===== config.mk =====
export PLATFORM = sky130hd
export DESIGN_NAME = bitstream_packer_flat
export DESIGN_NICKNAME = d
export VERILOG_FILES = /design/src/rtl/mjpg_pkg.sv /design/src/rtl/bitstream_packer_if.sv /design/src/rtl/bitstream_packer_bit_aligner.sv /design/src/rtl/bitstream_packer.sv /design/src/flat_wrapper.sv
export SDC_FILE = /design/constraint.sdc
export NUM_CORES = 1
export LEC_CHECK = 0
export CAP_MARGIN = 30
export CORE_MARGIN = 2
export CORE_UTILIZATION = 40
export DETAILED_ROUTE_END_ITERATION = 6
export GPL_TIMING_DRIVEN = 0
export PLACE_DENSITY_LB_ADDON = 0.3
export RECOVER_POWER = 100
export SYNTH_ARGS = -nofsm -noshare
export SYNTH_HDL_FRONTEND = slang
export SYNTH_HIERARCHICAL = 1
export SYNTH_SLANG_ARGS = --single-unit

===== constraint.sdc =====
create_clock -name clk -period 4.18 [get_ports clk]
set_clock_uncertainty 0.15 [all_clocks]
set_input_delay 0.418 -clock clk [delete_from_list [all_inputs] [get_ports clk]]
set_output_delay 0.418 -clock clk [all_outputs]
set_load 0.01 [all_outputs]

===== src/rtl/mjpg_pkg.sv =====
// mjpg_pkg: widths shared by the bitstream packer and the upstream merge logic
package mjpg_pkg;
  localparam int BS_LEN_W   = 6;
  localparam int BS_DATA_W  = 32;
  localparam int BS_MAX_LEN = 32;
  localparam int BS_ACC_W   = 2 * BS_DATA_W;
  typedef logic [BS_LEN_W-1:0]  bs_len_t;
  typedef logic [BS_DATA_W-1:0] bs_data_t;
  typedef logic [BS_ACC_W-1:0]  bs_acc_t;
endpackage


===== src/rtl/bitstream_packer_if.sv =====
// bitstream_packer_if: code input and packed word output of the bitstream packer
interface bitstream_packer_if;
  import mjpg_pkg::*;
  bs_len_t    ilength;
  bs_data_t   idata;
  logic [2:0] rest;
  logic       ovalid;
  bs_data_t   odata;
  modport master (output ilength, idata, input rest, ovalid, odata);
  modport slave  (input ilength, idata, output rest, ovalid, odata);
endinterface


===== src/rtl/bitstream_packer_bit_aligner.sv =====
// bit_aligner: masks the code to its clamped length and places it right after fill buffered bits
module bit_aligner
  import mjpg_pkg::*;
(
  input  bs_len_t  fill,
  input  bs_len_t  ilength,
  input  bs_data_t idata,
  output bs_len_t  len,
  output bs_acc_t  placed
);
  bs_data_t masked;
  // clamp illegal lengths, drop don't-care bits, left-justify then step past the buffered bits
  always_comb begin
    len    = (ilength > BS_LEN_W'(BS_MAX_LEN)) ? BS_LEN_W'(BS_MAX_LEN) : ilength;
    masked = idata & ~({BS_DATA_W{1'b1}} << len);
    placed = ({{BS_DATA_W{1'b0}}, masked} << (7'd64 - {1'b0, len})) >> fill;
  end
endmodule


===== src/rtl/bitstream_packer.sv =====
// bitstream_packer: packs variable-length codes MSB-first into 32-bit words
module bitstream_packer
  import mjpg_pkg::*;
(
  input logic               clk,
  input logic               rst,
  bitstream_packer_if.slave bs
);
  bs_len_t  fill_q, fill_d, len, n;
  bs_acc_t  acc_q, acc_d, placed, merged;
  logic     ovalid_q, ovalid_d, emit;
  bs_data_t odata_q, odata_d;
  bit_aligner u_align (
    .fill    (fill_q),
    .ilength (bs.ilength),
    .idata   (bs.idata),
    .len     (len),
    .placed  (placed)
  );
  // merge new bits under the buffer and peel off the oldest word once 32 bits are present
  always_comb begin
    n        = fill_q + len;
    merged   = acc_q | placed;
    emit     = n >= BS_LEN_W'(BS_DATA_W);
    fill_d   = emit ? n - BS_LEN_W'(BS_DATA_W) : n;
    acc_d    = emit ? {merged[BS_DATA_W-1:0], {BS_DATA_W{1'b0}}} : merged;
    ovalid_d = emit;
    odata_d  = emit ? merged[BS_ACC_W-1:BS_DATA_W] : odata_q;
  end
  // state and registered outputs; rst is active-low and asynchronous
  always_ff @(posedge clk or negedge rst) begin
    if (!rst) begin
      fill_q   <= '0;
      acc_q    <= '0;
      ovalid_q <= 1'b0;
      odata_q  <= '0;
    end else begin
      fill_q   <= fill_d;
      acc_q    <= acc_d;
      ovalid_q <= ovalid_d;
      odata_q  <= odata_d;
    end
  end
  assign bs.ovalid = ovalid_q;
  assign bs.odata  = odata_q;
  assign bs.rest   = 3'd0 - fill_q[2:0];
endmodule


===== src/flat_wrapper.sv =====
// flat-port wrapper written by rule: the top's interface ports become plain ports
module bitstream_packer_flat import mjpg_pkg::*;
  (clk, rst, bs_ilength, bs_idata, bs_rest, bs_ovalid, bs_odata);
  bitstream_packer_if bs_i ();
  input logic clk;
  input logic rst;
  input wire logic [$bits(bs_i.ilength)-1:0] bs_ilength;
  input wire logic [$bits(bs_i.idata)-1:0] bs_idata;
  output wire logic [$bits(bs_i.rest)-1:0] bs_rest;
  output wire logic [$bits(bs_i.ovalid)-1:0] bs_ovalid;
  output wire logic [$bits(bs_i.odata)-1:0] bs_odata;
  assign bs_i.ilength = bs_ilength;
  assign bs_i.idata = bs_idata;
  assign bs_rest = bs_i.rest;
  assign bs_ovalid = bs_i.ovalid;
  assign bs_odata = bs_i.odata;
  bitstream_packer u_core (.clk(clk), .rst(rst), .bs(bs_i));
endmodule

Word level (Yosys, flattened, before mapping)
Index checks and enable logic that the tools add are counted.
{ "totals": {"regBits": 103, "latchBits": 0, "mem_bits_rw": 0, "mem_bits_ro": 0, "input_bits": 40, "output_inout_bits": 36, "wordCells": 19, "mem_count": 0} }
{ "op_classes": {"n_addsub": 4, "multipliers": 0, "n_div": 0, "n_lt_le_gt_ge": 2, "eq_ne": 0, "shift": 3, "muxes": 3, "bitwise": 3, "reduce_logical": 0} }
{ "op_table": {"columns": ["cell", "n"], "rows": [
  ["64-bit 2-to-1 mux", 1],
  ["64-bit bitwise OR", 1],
  ["32-bit by 7-bit left shift with 64-bit output", 1],
  ["64-bit by 6-bit >> shifter with 64-bit output", 1],
  ["32-bit AND", 1],
  ["32-bit NOT", 1],
  ["32-bit by 6-bit left shift with 32-bit output, first input constant", 1],
  ["6-bit 2-to-1 mux", 2],
  ["7-bit by 6-bit subtractor with 7-bit output, first input constant", 1],
  ["6-bit adder", 1],
  ["6-bit >= comparator, second input constant", 1],
  ["6-bit > comparator, second input constant", 1],
  ["6-bit subtractor, second input constant", 1],
  ["1-bit by 3-bit subtractor with 3-bit output, first input constant", 1]
]} }

Logic depth before layout (Yosys ltp)
{ "logic_depth": {"depth_word": 9, "ltp_mapped": 24, "mapped_depth_nobuf": 17} }

Cells and area by module
The synthesis kept the hierarchy.
{ "by_module_without_submodules": {"columns": ["mod", "instances", "cells_per_inst", "area_each_um2", "seq_area_each_um2"], "rows": [
  ["bit_aligner", 1, 1130, 7054.3, 0.0],
  ["bitstream_packer", 1, 334, 4008.8, 2577.5]
]} }

Least setup slack after synthesis
Ideal clock, no wire load.
{ "synth_timing": {"path_type": "input to register", "startpoint": "input bs_ilength[5]", "endpoint": "register u_core.acc_q[47]", "t_arrival_ns": 5.107, "t_required_ns": 3.904, "path_slack_ns": -1.204, "stages": 22, "cell_sequence": "buf_2 > buf_2 > buf_2 > buf_2 > buf_2 > nand2b_1 > inv_1 > ha_1 > clkbuf_1 > or3_1 > a222oi_1 > nor2_1 > or3_1 > o311a_1 > or3_4 > and3_1 > or4_1 > buf_2 > a221oi_2 > nor3_1 > nor2_1 > mux2i_1"} }
{ "synth_between": {"elab_chain_cells": 9, "elab_cells_between_ends": 12} }
{ "synth_lines": {"columns": ["element", "line_no", "source"], "rows": [
  ["from (decl)", "flat_wrapper.sv:7", "input wire logic [$bits(bs_i.ilength)-1:0] bs_ilength;"],
  ["6-bit > comparator *", "bitstream_packer_bit_aligner.sv:14", "len = (ilength > BS_LEN_W'(BS_MAX_LEN)) ? BS_LEN_W'(BS_MAX_LEN) : ilength;"],
  ["6-bit 2-to-1 mux *", "bitstream_packer_bit_aligner.sv:14", null],
  ["named net u_core.len[1]", "bitstream_packer.sv:9", "bs_len_t fill_q, fill_d, len, n;"],
  ["32-bit by 6-bit left shift with 32-bit output", "bitstream_packer_bit_aligner.sv:15", "masked = idata & ~({BS_DATA_W{1'b1}} << len);"],
  ["32-bit NOT", "bitstream_packer_bit_aligner.sv:15", null],
  ["32-bit AND", "bitstream_packer_bit_aligner.sv:15", null],
  ["32-bit by 7-bit left shift with 64-bit output *", "bitstream_packer_bit_aligner.sv:16", "placed = ({{BS_DATA_W{1'b0}}, masked} << (7'd64 - {1'b0, len})) >> fill;"],
  ["64-bit by 6-bit >> shifter with 64-bit output *", "bitstream_packer_bit_aligner.sv:16", null],
  ["named net u_core.placed[15]", "bitstream_packer.sv:10", "bs_acc_t acc_q, acc_d, placed, merged;"],
  ["64-bit bitwise OR *", "bitstream_packer.sv:23", "merged = acc_q | placed;"],
  ["64-bit 2-to-1 mux *", "bitstream_packer.sv:26", "acc_d = emit ? {merged[BS_DATA_W-1:0], {BS_DATA_W{1'b0}}} : merged;"],
  ["named net u_core.acc_d[47]", "bitstream_packer.sv:10", null],
  ["to (signal assigned)", "bitstream_packer.sv:34", "acc_q <= '0;"],
  ["to (signal assigned)", "bitstream_packer.sv:39", "acc_q <= acc_d;"],
  ["to (decl)", "bitstream_packer.sv:10", null]
]} }
Mark *: on every way through the listed nets, which the timed path passes. The rest lies on a longest branch.
A chain may end at the register's enable or synchronous reset.

Final worst setup path
{ "layout_timing": {"startpoint": "input bs_ilength[5]", "endpoint": "register u_core.acc_q[55]"} }
{ "layout_between": {"elab_chain_cells": 9, "elab_cells_between_ends": 12} }
{ "layout_lines": {"columns": ["element", "line_no"], "rows": [
  ["6-bit > comparator", "bitstream_packer_bit_aligner.sv:14"],
  ["6-bit 2-to-1 mux *", "bitstream_packer_bit_aligner.sv:14"],
  ["32-bit by 6-bit left shift with 32-bit output", "bitstream_packer_bit_aligner.sv:15"],
  ["32-bit NOT", "bitstream_packer_bit_aligner.sv:15"],
  ["32-bit AND", "bitstream_packer_bit_aligner.sv:15"],
  ["32-bit by 7-bit left shift with 64-bit output *", "bitstream_packer_bit_aligner.sv:16"],
  ["64-bit by 6-bit >> shifter with 64-bit output *", "bitstream_packer_bit_aligner.sv:16"],
  ["named net u_core.placed[23]", "bitstream_packer.sv:10"],
  ["64-bit bitwise OR *", "bitstream_packer.sv:23"],
  ["64-bit 2-to-1 mux *", "bitstream_packer.sv:26"],
  ["named net u_core.acc_d[55]", "bitstream_packer.sv:10"]
]} }
Marks and branches as above.

==> results.cfg <==
[status]
outcome = finished with violations
violations = capacitance limit, slew limit, setup timing

[sta]
hold_viol_final = 0
slew_viol_final = 37
setup_viol = 93
hold_slack_ps = 334
worst_pin_slew_ps = 1930
period_share_pct = 119
setup_slack_ps = -788
rsz0062_at_grt = yes
fin_crit_ps = 4970
slew_headroom_pct = -28.9
max_freq_mhz = 201

[worst_setup_path]
cp_max_fo = 10
worst-path-buf-inv = 10
reg2regPathDepth = 12
crit_required_ps = 4300
r2r_end = u_core/acc_q[51]
cp_common_cell = buf_8
path_cells = buf_6 -> buf_8 -> buf_8 -> buf_8 -> buf_8 -> buf_8 -> nand2b_4 -> buf_12 -> ha_4 -> inv_4 -> buf_4 -> o22a_1 -> clkbuf_2 -> nand2_1 -> o41a_1 -> o211ai_1 -> nor2_1 -> a21oi_1 -> mux2i_1 -> o211ai_1 -> nor2_1 -> mux2i_1
crit_family = compound AO/OA/AOI/OAI gates
path_depth = 22
crit_path_end_kind = flip-flop
startpoint_type = input pin
critPathSlowestCell = o41a_1
critical_path_arrival_ps = 5090
r2r_setup_slack_ps = -460
rr_startpoint = u_core/fill_q[0]
slowest_delay_ps = 490
critical_path_class = input pin to flip-flop

[routing]
dr.pass1.iters = 6
vias = 15318
drc_errors = 0
ant_nets = 0
wl_per_cell_um = 31.4
drtIter0Drc = 2687
wirelength_um = 65200
viasPerCell = 7.38

[synthesis]
synth_area_leaders = dfrtp_1, mux2i_1, nor2_1, nand2_1, nand3_1
synth_seq_cells = 103
synthCells = 1464
synthFlopType = dfrtp_1
synth_most_common_cell = nor2_1
syn_area_per_cell_um2 = 7.56
async_reset_ff_share_pct = 100
synth_area_um2 = 11100
synth_common_cells = nor2_1, nand2_1, dfrtp_1, mux2i_1, clkbuf_1
synth_nets = 1515
synth_top_cell_by_area = dfrtp_1
synth_edf_count = 0
synth_warnings = 6
synth_top_area_share_pct = 23.3
ys_types = 89
yosysSeqAreaShare_pct = 23.3

[clock_network]
path_clk_slew_ps = 70
clockBufferDepth = 2
cts-htree-levels = 3
worstSkewPairLatency_ps = 360
cts-root-buf = clkbuf_16
cts_buffers = 9
tritoncts = done
cts_sinks = 103

[layout]
regArea_um2 = 2580
drive_above_1_share_pct = 37.2
num-nets-final = 1781
fin_cells = 2076
diodes = 0
fin_area_um2 = 17000
n_fill_cell = 2328
multi_input_area_um2 = 10100
area_delta_synth_final_pct = 53.6

[global_route]
grt_pass1_vias = 14372
busiest_layer = met2
grt_pass1_wl_um = 93800
grt.total_usage_pct = 43.5
met1_usage_pct = 54.1
grt_util_met3_pct = 11.0
use_met2_pct = 66.8
overflow = 0
grt_max_degree = 69
antenna_found_initial = 0

[pwr]
powerDensity_nw_per_um2 = 768
ir_worst_vdd_mv = 0.429
power_leakage_uw = 0.00677

[min_path]
hp-start = u_core/acc_q[17]
worstHoldPathCells = 2
whs_endpoint = u_core/acc_q[17]
min_path_type = flip-flop to flip-flop

[place]
port_buffers = 74
place_hpwl_um = 46200
place_area_um2 = 12400
gp_congestion = 1.06
dp_cells = 1882

[die]
core_um2 = 27000
io-pin-count = 76
start_util_pct = 40.9
fp.dieH_um = 170
dieArea_um2 = 29000
die_w_um = 170
fp-row-count = 60

[flow_run]
drv_cap = 1
[timing repair]
item	4_1_cts	5_1_grt
resized for setup	461	172
cloned	1	0
endpoints found under the setup margin	96	95
pin swaps	129	107
hold endpoints to repair	35	0
hold buffers	1	0
setup buffers	126	55
[power breakdown]
part	internal, µW	switching (µW)	total, µW
Sequential	1470	207	1680
Clock	483	424	907
Combinational	4060	6420	10500
[worst register-to-register path, delay by kind of cell, from the launching register on]
kind	cells	cell delay, ps
AOI/OAI and AO/OA	2	650
buffers and inverters	5	2450
DFF	1	400
muxes	1	160
and+or+nand+nor	4	780
[cells by family after synthesis]
family                     share of synthesized area, %
adders and majority gates                          1.31
other                                            0.0339
DFF                                                23.3
xor gates and xnor gates                          0.543
muxes                                              10.5
and+or+nand+nor                                    24.2
AOI/OAI and AO/OA                                  32.8
buffers and inverters                              7.40
[stage by stage]
stage	TNS [ps]	util, %	worst slack [ps]	total power [µW]
2_1_floorplan	-34510	-	-766	6040
3_3_place_gp	-376930	45.8	-3620	8840
3_5_place_dp	-247830	46.0	-3520	8820
4_1_cts	-29450	58.8	-577	11900
5_1_grt	-67760	62.9	-851	13400
6_report	-55440	62.9	-788	13100
[worst max path at each step]
stage | startpoint | endpoint | slack [ps]
6_report | bs_ilength[5] | u_core/acc_q[55] | -790
5_1_grt | bs_ilength[5] | u_core/acc_q[55] | -850
4_1_cts | bs_ilength[5] | u_core/acc_q[55] | -580
3_5_place_dp | bs_ilength[5] | u_core/bs.odata[0] | -3520
3_3_place_gp | bs_ilength[5] | u_core/bs.odata[0] | -3620
2_1_floorplan | bs_ilength[5] | u_core/acc_q[47] | -770
[cell usage in the layout (no fill, tap or decap), types with 12 or more instances in the layout]
master | netlist | final
a31oi_1 | 32 | 22
nor2_4 | 0 | 20
and3_1 | 17 | 13
nor2_2 | 0 | 40
a21oi_2 | 0 | 18
clkbuf_1 | 80 | 56
clkbuf_16 | 0 | 13
nand3_2 | 0 | 12
a211oi_1 | 24 | 15
buf_4 | 14 | 157
a21oi_1 | 59 | 38
a32oi_2 | 0 | 12
o21ai_0 | 52 | 37
inv_1 | 54 | 46
o22ai_1 | 24 | 12
dfrtp_1 | 103 | 103
o211ai_1 | 36 | 36
nor3_1 | 40 | 22
buf_6 | 3 | 51
o21a_1 | 19 | 18
dlygate4sd3_1 | 0 | 35
and2_1 | 14 | 12
nand4_1 | 20 | 20
nand2_1 | 114 | 100
mux2i_1 | 84 | 75
clkdlybuf4s50_1 | 0 | 35
a21o_1 | 16 | 14
nor2_1 | 206 | 146
nand3_1 | 65 | 51
[state kept, by name (all words and copies together), names as in the netlist]
| register | cells |
|---|---|
| u_core/acc_q | 64 |
| u_core/bs.odata | 32 |
| u_core/bs.ovalid | 1 |
| u_core/fill_q | 6 |
[layer usage]
metal  part of all wire [%]  wire length [µm]
met1                     36             23500
met2                     41             27000
met3                     13              8300
met4                    9.7              6330
met5                      0                 0
[cell type report]
class | count | share of cell area (%)
plain buffers | 131 | 5.75
clock buffers | 9 | 1.33
clock inverters | 7 | 0.559
inverters | 56 | 1.30
multi-input cells | 1172 | 59.7
flip-flops and latches | 103 | 15.2
well taps | 341 | 2.51
repair buffers | 257 | 13.7
Note: power is estimated with default switching activity, not from simulation.
